`config.mk`:
```
export PLATFORM = sky130hd
export DESIGN_NAME = exec_stage_mdu
export DESIGN_NICKNAME = d
export VERILOG_FILES = /design/src/rtl/exec_stage_mdu.sv
export SDC_FILE = /design/constraint.sdc
export NUM_CORES = 2
export LEC_CHECK = 0
export CAP_MARGIN = 5
export CORE_AREA = 2 2 469 332
export CTS_CLUSTER_SIZE = 30
export DETAILED_ROUTE_END_ITERATION = 8
export DIE_AREA = 0 0 471 334
export DONT_BUFFER_PORTS = 1
export GPL_ROUTABILITY_DRIVEN = 1
export PLACE_DENSITY = 0.53
export RECOVER_POWER = 100
export SYNTH_ARGS = -nofsm -noshare
export SYNTH_HDL_FRONTEND = slang
export SYNTH_SLANG_ARGS = --single-unit
```
`constraint.sdc`:
```
create_clock -name clk -period 7.2 [get_ports clk]
set_input_delay 0.36 -clock clk [delete_from_list [all_inputs] [get_ports clk]]
set_output_delay 0.36 -clock clk [all_outputs]
set_load 0.005 [all_outputs]
```
`src/rtl/exec_stage_mdu.sv`:
```
// Execute stage: single-cycle ALU plus iterative RV64M multiply/divide unit.
// Ports: clk/rst, in_valid/in_ready operation handshake, decode fields (alu_op, funct3,
//   funct7b5, is_muldiv, alu_src), operands rd1/rd2/imm, out_valid/out_ready result handshake,
//   registered result with zero flag, busy while a multiply or divide is iterating.
module exec_stage_mdu #(
  parameter int XLEN  = 64,
  parameter int CNT_W = 7
) (
  input  logic            clk,
  input  logic            rst,
  input  logic            in_valid,
  output logic            in_ready,
  input  logic [1:0]      alu_op,
  input  logic [2:0]      funct3,
  input  logic            funct7b5,
  input  logic            is_muldiv,
  input  logic            alu_src,
  input  logic [XLEN-1:0] rd1,
  input  logic [XLEN-1:0] rd2,
  input  logic [XLEN-1:0] imm,
  output logic            out_valid,
  input  logic            out_ready,
  output logic [XLEN-1:0] result,
  output logic            zero,
  output logic            busy
);

  localparam int SH_W = $clog2(XLEN);

  typedef enum logic [1:0] {IDLE, MUL, DIV, DONE} state_t;

  typedef enum logic [3:0] {
    C_ADD, C_SUB, C_SLL, C_SLT, C_SLTU, C_XOR, C_SRL, C_SRA, C_OR, C_AND, C_PASSB
  } alu_ctl_t;

  state_t            state_q;
  logic [CNT_W-1:0]  cnt_q;
  logic [2*XLEN-1:0] acc_q, acc_d;   // mul: {partial hi, multiplier/product lo}; div: {remainder, quotient}
  logic [XLEN-1:0]   b_q;            // mul: |multiplicand|; div: |divisor|
  logic              neg_q, sel_hi_q, is_div_q;
  logic [XLEN-1:0]   result_q;
  logic              out_valid_q;
  logic              accept;

  assign in_ready  = (state_q == IDLE) && (!out_valid_q || out_ready);
  assign accept    = in_valid && in_ready;
  assign out_valid = out_valid_q;
  assign result    = result_q;
  assign zero      = (result_q == '0);
  assign busy      = (state_q == MUL) || (state_q == DIV);

  // ---------------------------------------------------------------- ALU path
  alu_ctl_t        alu_ctl;
  logic [XLEN-1:0] opb, alu_y;

  assign opb = alu_src ? imm : rd2;

  always_comb begin
    alu_ctl = C_ADD;
    unique case (alu_op)
      2'b00: alu_ctl = C_ADD;    // loads/stores
      2'b01: alu_ctl = C_SUB;    // branches
      2'b10: begin
        unique case (funct3)
          3'b000: alu_ctl = (funct7b5 && !alu_src) ? C_SUB : C_ADD;  // only R-type has SUB
          3'b001: alu_ctl = C_SLL;
          3'b010: alu_ctl = C_SLT;
          3'b011: alu_ctl = C_SLTU;
          3'b100: alu_ctl = C_XOR;
          3'b101: alu_ctl = funct7b5 ? C_SRA : C_SRL;
          3'b110: alu_ctl = C_OR;
          default: alu_ctl = C_AND;
        endcase
      end
      default: alu_ctl = C_PASSB; // LUI-style pass-through
    endcase
  end

  always_comb begin
    alu_y = '0;
    unique case (alu_ctl)
      C_ADD:   alu_y = rd1 + opb;
      C_SUB:   alu_y = rd1 - opb;
      C_SLL:   alu_y = rd1 << opb[SH_W-1:0];
      C_SLT:   alu_y = {{(XLEN-1){1'b0}}, ($signed(rd1) < $signed(opb))};
      C_SLTU:  alu_y = {{(XLEN-1){1'b0}}, (rd1 < opb)};
      C_XOR:   alu_y = rd1 ^ opb;
      C_SRL:   alu_y = rd1 >> opb[SH_W-1:0];
      C_SRA:   alu_y = $unsigned($signed(rd1) >>> opb[SH_W-1:0]);
      C_OR:    alu_y = rd1 | opb;
      C_AND:   alu_y = rd1 & opb;
      default: alu_y = opb;
    endcase
  end

  // ---------------------------------------------------------- M-ext decode
  // Operand B for M ops is always rd2.
  logic            md_is_div, a_signed, b_signed, a_neg, b_neg;
  logic [XLEN-1:0] a_mag, b_mag;
  logic            div_zero, div_ovf;
  logic [XLEN-1:0] special_y;

  assign md_is_div = funct3[2];
  assign a_signed  = md_is_div ? !funct3[0] : (funct3 != 3'b011);
  assign b_signed  = md_is_div ? !funct3[0] : !funct3[1];
  assign a_neg     = a_signed && rd1[XLEN-1];
  assign b_neg     = b_signed && rd2[XLEN-1];
  assign a_mag     = a_neg ? (~rd1 + 1'b1) : rd1;
  assign b_mag     = b_neg ? (~rd2 + 1'b1) : rd2;
  assign div_zero  = (rd2 == '0);
  assign div_ovf   = !funct3[0] && (rd1 == {1'b1, {(XLEN-1){1'b0}}}) && (&rd2);

  always_comb begin
    special_y = '0;
    if (div_zero) special_y = funct3[1] ? rd1 : '1;
    else          special_y = funct3[1] ? '0  : rd1;
  end

  // ------------------------------------------------------- iteration steps
  logic [XLEN:0] mul_sum, rem_sh, div_diff;

  assign mul_sum  = {1'b0, acc_q[2*XLEN-1:XLEN]} + (acc_q[0] ? {1'b0, b_q} : '0);
  assign rem_sh   = acc_q[2*XLEN-1:XLEN-1];
  assign div_diff = rem_sh - {1'b0, b_q};

  always_comb begin
    acc_d = acc_q;
    if (state_q == MUL) begin
      acc_d = {mul_sum, acc_q[XLEN-1:1]};
    end else if (state_q == DIV) begin
      // Restoring step: keep the subtraction only when it did not go negative.
      if (!div_diff[XLEN]) acc_d = {div_diff[XLEN-1:0], acc_q[XLEN-2:0], 1'b1};
      else                 acc_d = {rem_sh[XLEN-1:0],   acc_q[XLEN-2:0], 1'b0};
    end
  end

  // Sign fix-up: the product is negated as a full 2*XLEN value before selecting a half.
  logic [2*XLEN-1:0] prod_s;
  logic [XLEN-1:0]   div_sel, done_y;

  assign prod_s  = neg_q ? (~acc_q + 1'b1) : acc_q;
  assign div_sel = sel_hi_q ? acc_q[2*XLEN-1:XLEN] : acc_q[XLEN-1:0];

  always_comb begin
    done_y = '0;
    if (is_div_q) done_y = neg_q ? (~div_sel + 1'b1) : div_sel;
    else          done_y = sel_hi_q ? prod_s[2*XLEN-1:XLEN] : prod_s[XLEN-1:0];
  end

  // ------------------------------------------------------------------ FSM
  always_ff @(posedge clk) begin
    if (rst) begin
      state_q     <= IDLE;
      cnt_q       <= '0;
      acc_q       <= '0;
      b_q         <= '0;
      neg_q       <= 1'b0;
      sel_hi_q    <= 1'b0;
      is_div_q    <= 1'b0;
      result_q    <= '0;
      out_valid_q <= 1'b0;
    end else begin
      // Handoff clears out_valid; a same-edge load below takes priority.
      if (out_ready) out_valid_q <= 1'b0;

      unique case (state_q)
        IDLE: begin
          if (accept) begin
            if (!is_muldiv) begin
              result_q    <= alu_y;
              out_valid_q <= 1'b1;
            end else if (md_is_div && (div_zero || div_ovf)) begin
              result_q    <= special_y;
              out_valid_q <= 1'b1;
            end else if (md_is_div) begin
              state_q  <= DIV;
              cnt_q    <= '0;
              acc_q    <= {{XLEN{1'b0}}, a_mag};
              b_q      <= b_mag;
              neg_q    <= funct3[1] ? a_neg : (a_neg ^ b_neg);
              sel_hi_q <= funct3[1];
              is_div_q <= 1'b1;
            end else begin
              state_q  <= MUL;
              cnt_q    <= '0;
              acc_q    <= {{XLEN{1'b0}}, b_mag};
              b_q      <= a_mag;
              neg_q    <= a_neg ^ b_neg;
              sel_hi_q <= (funct3[1:0] != 2'b00);
              is_div_q <= 1'b0;
            end
          end
        end
        MUL, DIV: begin
          acc_q <= acc_d;
          cnt_q <= cnt_q + 1'b1;
          if (cnt_q == CNT_W'(XLEN-1)) state_q <= DONE;
        end
        default: begin // DONE
          result_q    <= done_y;
          out_valid_q <= 1'b1;
          state_q     <= IDLE;
        end
      endcase
    end
  end

endmodule

```
# After elaboration in Yosys (flattened, before gate mapping)
# Cells that the tools add are included.
[totals] register_bits=269 latch_bits=0 mem_bits_rw=0 rom_bits=0 out_inout_bits=68 n_memories=0
[op_classes] n_addsub=9 n_mul=0 div_mod_pow=0 order_cmp=2 n_eq_ne=28 shifts=3 muxes=51 n_bitwise=10 reduce_logical=30
[op_table] op="$mux W64" n=16
[op_table] op="$mux W128" n=7
[op_table] op="$pmux W64 S10" n=1
[op_table] op="$pmux W128 S2" n=1
[op_table] op="$add A64 B1 Y64 const B" n=3
[op_table] op="$not A64 Y64" n=3
[op_table] op="$add A128 B1 Y128 const B" n=1
[op_table] op="$logic_not A64 Y1" n=2
[op_table] op="$lt A64 B64 Y1" n=2
[op_table] op="$not A128 Y128" n=1
[op_table] op="$pmux W64 S2" n=1
[op_table] op="$add A64 B64 Y65" n=1
[op_table] op="$sub A65 B64 Y65" n=1
[op_table] op="$add A64 B64 Y64" n=1
[op_table] op="$and A64 B64 Y64" n=1
[op_table] op="$eq A64 B64 Y1 const B" n=1
[op_table] op="$or A64 B64 Y64" n=1
[op_table] op="$reduce_and A64 Y1" n=1
[op_table] op="$shl A64 B6 Y64" n=1
[op_table] op="$shr A64 B6 Y64" n=1
[op_table] op="$sshr A64 B6 Y64" n=1
[op_table] op="$sub A64 B64 Y64" n=1
[op_table] op="$xor A64 B64 Y64" n=1
[op_table] op="$pmux W4 S7" n=1
[op_table] op="34 further kinds" n=82

# Logic depth before layout (Yosys ltp)
[depth] word_depth=10 mapped_depth=22

# Least setup slack after synthesis
# No wires, ideal clock.
[synth_timing] path_kind="input -> register" start="input alu_src" end="register result_q[46], in the netlist result[46]" t_arrival_ps=6176 required_time_ps=7064 setup_slack_ps=888 path_stages=21 path_buffers=7 cell_sequence="buf_2 > mux2i_1 > clkbuf_1 > clkbuf_1 > buf_1 > clkbuf_1 > buf_1 > ha_1 > clkbuf_1 > nor2b_1 > o311a_1 > a31oi_1 > a31o_2 > o31ai_1 > a21oi_1 > o31a_1 > o41a_1 > a221o_1 > a2111oi_0 > a211o_1 > a31oi_1"
[synth_via] elab_chain_len=10 elab_cells_between_ends=28 cone_classes="2 x add/sub; 9 x eq/ne; 3 x shift; 8 x mux; 3 x bitwise; 3 x reduce/logical"
[synth_rtl] item="start: declaration" line_no="17" rtl="input logic alu_src,"
[synth_rtl] item="branches (longest 6 deep; another with $sub A64 B64 Y64)"
[synth_rtl] item="$pmux W64 S10 (*)" line_no="81" rtl="unique case (alu_ctl)"
[synth_rtl] item="$mux W64 (*)" line_no="169" rtl="if (!is_muldiv) begin"
[synth_rtl] item="$mux W64 (*)" line_no="168" rtl="if (accept) begin"
[synth_rtl] item="$pmux W64 S2 (*)" line_no="166" rtl="unique case (state_q)"
[synth_rtl] item="end signal: assignment" line_no="170" rtl="result_q <= alu_y;"
[synth_rtl] item="end signal: assignment" line_no="173" rtl="result_q <= special_y;"
[synth_rtl] item="end signal: assignment" line_no="200" rtl="result_q <= done_y;"
[synth_rtl] item="end: declaration" line_no="41" rtl="logic [XLEN-1:0] result_q;"
# Every way passes the cells marked *. The select of a mux whose other input is x is not followed.
# A chain may end at the register's enable or synchronous reset.

# Worst setup path after layout
[layout_timing] start="input alu_src" end="register result_q[28], in the netlist result[28]"
# The elaborated chain is that of the path after synthesis.

==> flow_metrics.env <==
export IMPL_max_slew_margin_rel=-0.964
export IMPL_place_area_mm2=0.0553
export IMPL_io_buffers=0
export IMPL_r2r_worst_path_cells=13
export IMPL_clockBufferDepth=3
export IMPL_pwr_density_cell_mw_per_mm2=283
export IMPL_finalSetupTns_ns=0
export IMPL_crit_path_start="alu_src"
export IMPL_routed_wl_um=380000
export IMPL_crit_type="primary input to flip-flop"
export IMPL_min_to="result[21]"
export IMPL_synthArstFlopShare=0
export IMPL_rsz0062_at_grt="false"
export IMPL_start_util=0.346
export IMPL_dpl_hpwl_um=303000
export IMPL_ios=272
export IMPL_end_kind="flip-flop"
export IMPL_syn2layout_area_growth_pct=5.92
export IMPL_worst_pin_slew_ns=2.95
export IMPL_fin_skew_ns=0.0418
export IMPL_grt_pass1_vias=59300
export IMPL_finalCriticalPeriod_ns=6.75
export IMPL_final_setup_viol_count=0
export IMPL_clk_pin_slew_ns=0.09
export IMPL_root_buffer="clkbuf_16"
export IMPL_r2r_end="result[35]"
export IMPL_cts_hold_buf=6
export IMPL_htree_levels=1
export IMPL_synthCells=7878
export IMPL_crit_arrival_ns=7.24
export IMPL_whs_path_depth=4
export IMPL_r2r_setup_slack_ns=0.72
export IMPL_cts_buffers=29
export IMPL_placementRows=121
export IMPL_fp_dieW_um=471
export IMPL_run_status="finished with violations"
export IMPL_holdCritStartpoint="is_muldiv"
export IMPL_grt_use_total=0.455
export IMPL_die_y_um=334
export IMPL_synth_edf_count=0
export IMPL_clk_latency_ns=0.67
export IMPL_grt_pass1_wl_um=508000
export IMPL_drv_cap=10
export IMPL_drive_above_1_share=0.0754
export IMPL_synth_ff_latch_count=269
export IMPL_cp_max_fo=68
export IMPL_r2r_start="state_q[0]"
export IMPL_routed_via_density=7.23
export IMPL_core_area_mm2=0.154
export IMPL_cts_tree="built"
export IMPL_clock_fmax_ghz=0.148
export IMPL_nNetsFinal=7997
export IMPL_utilization=0.367
export IMPL_syn_area_per_cell_um2=6.75
export IMPL_hold_viol_final=0
export IMPL_gr_total_overflow=0
export IMPL_vias=68900
export IMPL_die_area_mm2=0.157
export IMPL_ctsResizeCount=0
export IMPL_drt_pass1_iterations=9
export IMPL_synth_cell_types=93
export IMPL_worstSetupStartpointType="primary input"
export IMPL_clock_sinks=269
export IMPL_synth_yosys_seq_area_share=0.101
export IMPL_period_share=0.938
export IMPL_drc=1
export IMPL_ir_drop_uv=239
export IMPL_synthesis_area_mm2=0.0532
export IMPL_cp_required_ns=7.69
export IMPL_drt_iter0_drc=13000
export IMPL_routedWlPerCell_um=39.9
export IMPL_hold_path_class="primary input to flip-flop"
export IMPL_leakage_uw=0.0216
export IMPL_synthFlopType="dfxtp_1"
export IMPL_ys_warn_count=0
export IMPL_synth_nets=8422
export IMPL_violations="design-rule violations, max-capacitance violations, max-slew violations"
export IMPL_antenna_left=0
export IMPL_gp_congestion=1.13
export IMPL_drv_slew=266
export IMPL_grt_max_degree=165
export IMPL_postLayoutCellArea_mm2=0.0563
export IMPL_postCtsSetupBuffers=0
export IMPL_antenna_found_initial=30
## report_power, final
part	switching [µW]	internal [µW]	leakage (µW)
Sequential	982	1840	0.00220
Combinational	8060	3340	0.0190
Clock	861	869	0.000472
Total	9900	6050	0.0216
## worst max-delay path by stage
stage	slack, ns	to	depth (start not counted)
CTS	1.63	result[49]	13
global placement	1.30	result[9]	12
finish	0.45	result[28]	13
floorplan	0.89	result[46]	21
global route	0.63	result[41]	16
detailed placement	1.13	result[9]	12
## cell families after synthesis
group	after synthesis	share of synthesized area
simple gates	2567	0.221
mux	547	0.119
fa+ha+maj	384	0.0889
buf+inv	1024	0.0729
xor+xnor	420	0.0692
compound gates	2667	0.328
flops	269	0.101
## layer usage
layer  wire length, µm  share of wire  vias to the layer above  track usage
met5               583         0.0015                        -       0.0253
met4             14700          0.039                       32        0.130
met3             70300           0.18                      762        0.269
met2            131000           0.35                     5925        0.551
met1            163000           0.43                    33800        0.644
li1                  -              -                    28400            -
## through the flow
stage | worst slack [ns] | hold slack [ns] | total power [µW] | instances
floorplan | 0.888 | 0.432 | 8720 | 7878
global placement | 1.30 | 0.443 | 13200 | 9444
detailed placement | 1.13 | 0.444 | 13200 | 9444
CTS | 1.63 | 0.000881 | 15000 | 9504
global route | 0.625 | 0.0227 | 16100 | 9509
finish | 0.447 | 0.0478 | 15900 | 9535
## cell type report
type	instances	area (µm²)
multi-input cells	6585	44200
well taps	2029	2540
flip-flops and latches	269	5390
repair buffers	254	1950
diodes	30	75.1
clock inverters	25	269
fillers	16800	97200
inverters	314	1190
clock buffers	29	726
## registers in the layout (all words and copies together) (netlist names)
signal	flops
neg_q	1
out_valid	1
result	64
b_q	64
acc_q	128
state_q	2
cnt_q	7
is_div_q	1
sel_hi_q	1
## cells in the mapped netlist, types with 29 or more instances
cell type	count	area (µm²)
nand2_1	830	3120
nor2_1	803	3010
a21oi_1	764	3820
clkbuf_1	603	2260
o21ai_0	505	2530
mux2i_1	391	3910
ha_1	336	4200
inv_1	301	1130
dfxtp_1	269	5390
xnor2_1	267	2340
a211oi_1	202	1520
nor3_1	195	976
nand3_1	161	806
xor2_1	153	1340
o211ai_1	143	1070
a21o_1	128	961
o31ai_1	106	796
a31oi_1	104	651
mux2_2	100	1130
nand4_1	94	588
buf_1	92	345
nor4_1	92	576
a221oi_1	72	631
o221ai_1	72	631
o21bai_1	65	488
o22ai_1	57	357
or3_1	57	357
mux4_2	56	1260
nand2b_1	52	325
and3_1	50	313
or4_1	46	345
a22oi_1	45	338
maj3_1	44	440
and2_1	41	257
nor2b_1	39	244
or2_2	39	244
a221o_1	38	380
a2111oi_0	36	315
o2111ai_1	34	298
a22o_1	29	254
o21a_1	29	218
## layout by cell type (no fill, tap or decap), drive strengths merged, types with 92 or more instances in the layout
| cell type | synthesis | final |
|---|---|---|
| a211oi | 202 | 202 |
| a21o | 128 | 128 |
| a21oi | 765 | 765 |
| a31oi | 104 | 104 |
| buf | 104 | 228 |
| dfxtp | 269 | 269 |
| ha | 336 | 336 |
| inv | 305 | 313 |
| mux2 | 100 | 100 |
| mux2i | 391 | 391 |
| nand2 | 830 | 830 |
| nand3 | 161 | 161 |
| nand4 | 94 | 94 |
| nor2 | 803 | 803 |
| nor3 | 195 | 195 |
| nor4 | 92 | 92 |
| o211ai | 143 | 143 |
| o21ai | 506 | 506 |
| o31ai | 107 | 107 |
| xnor2 | 267 | 267 |
| xor2 | 153 | 153 |
## critical path, cell delays in order
cell      delay [ns]
mux2i_1         1.56
inv_4           0.62
mux4_2          0.66
mux2i_1         0.75
nand2_1         0.11
nand2_1         0.08
clkbuf_1        0.56
o21ai_0         0.63
a211oi_1        0.88
o221ai_1        0.31
o2111a_1        0.34
o21ai_0         0.22
a21oi_1         0.08
(Power assumes the default switching activity.)
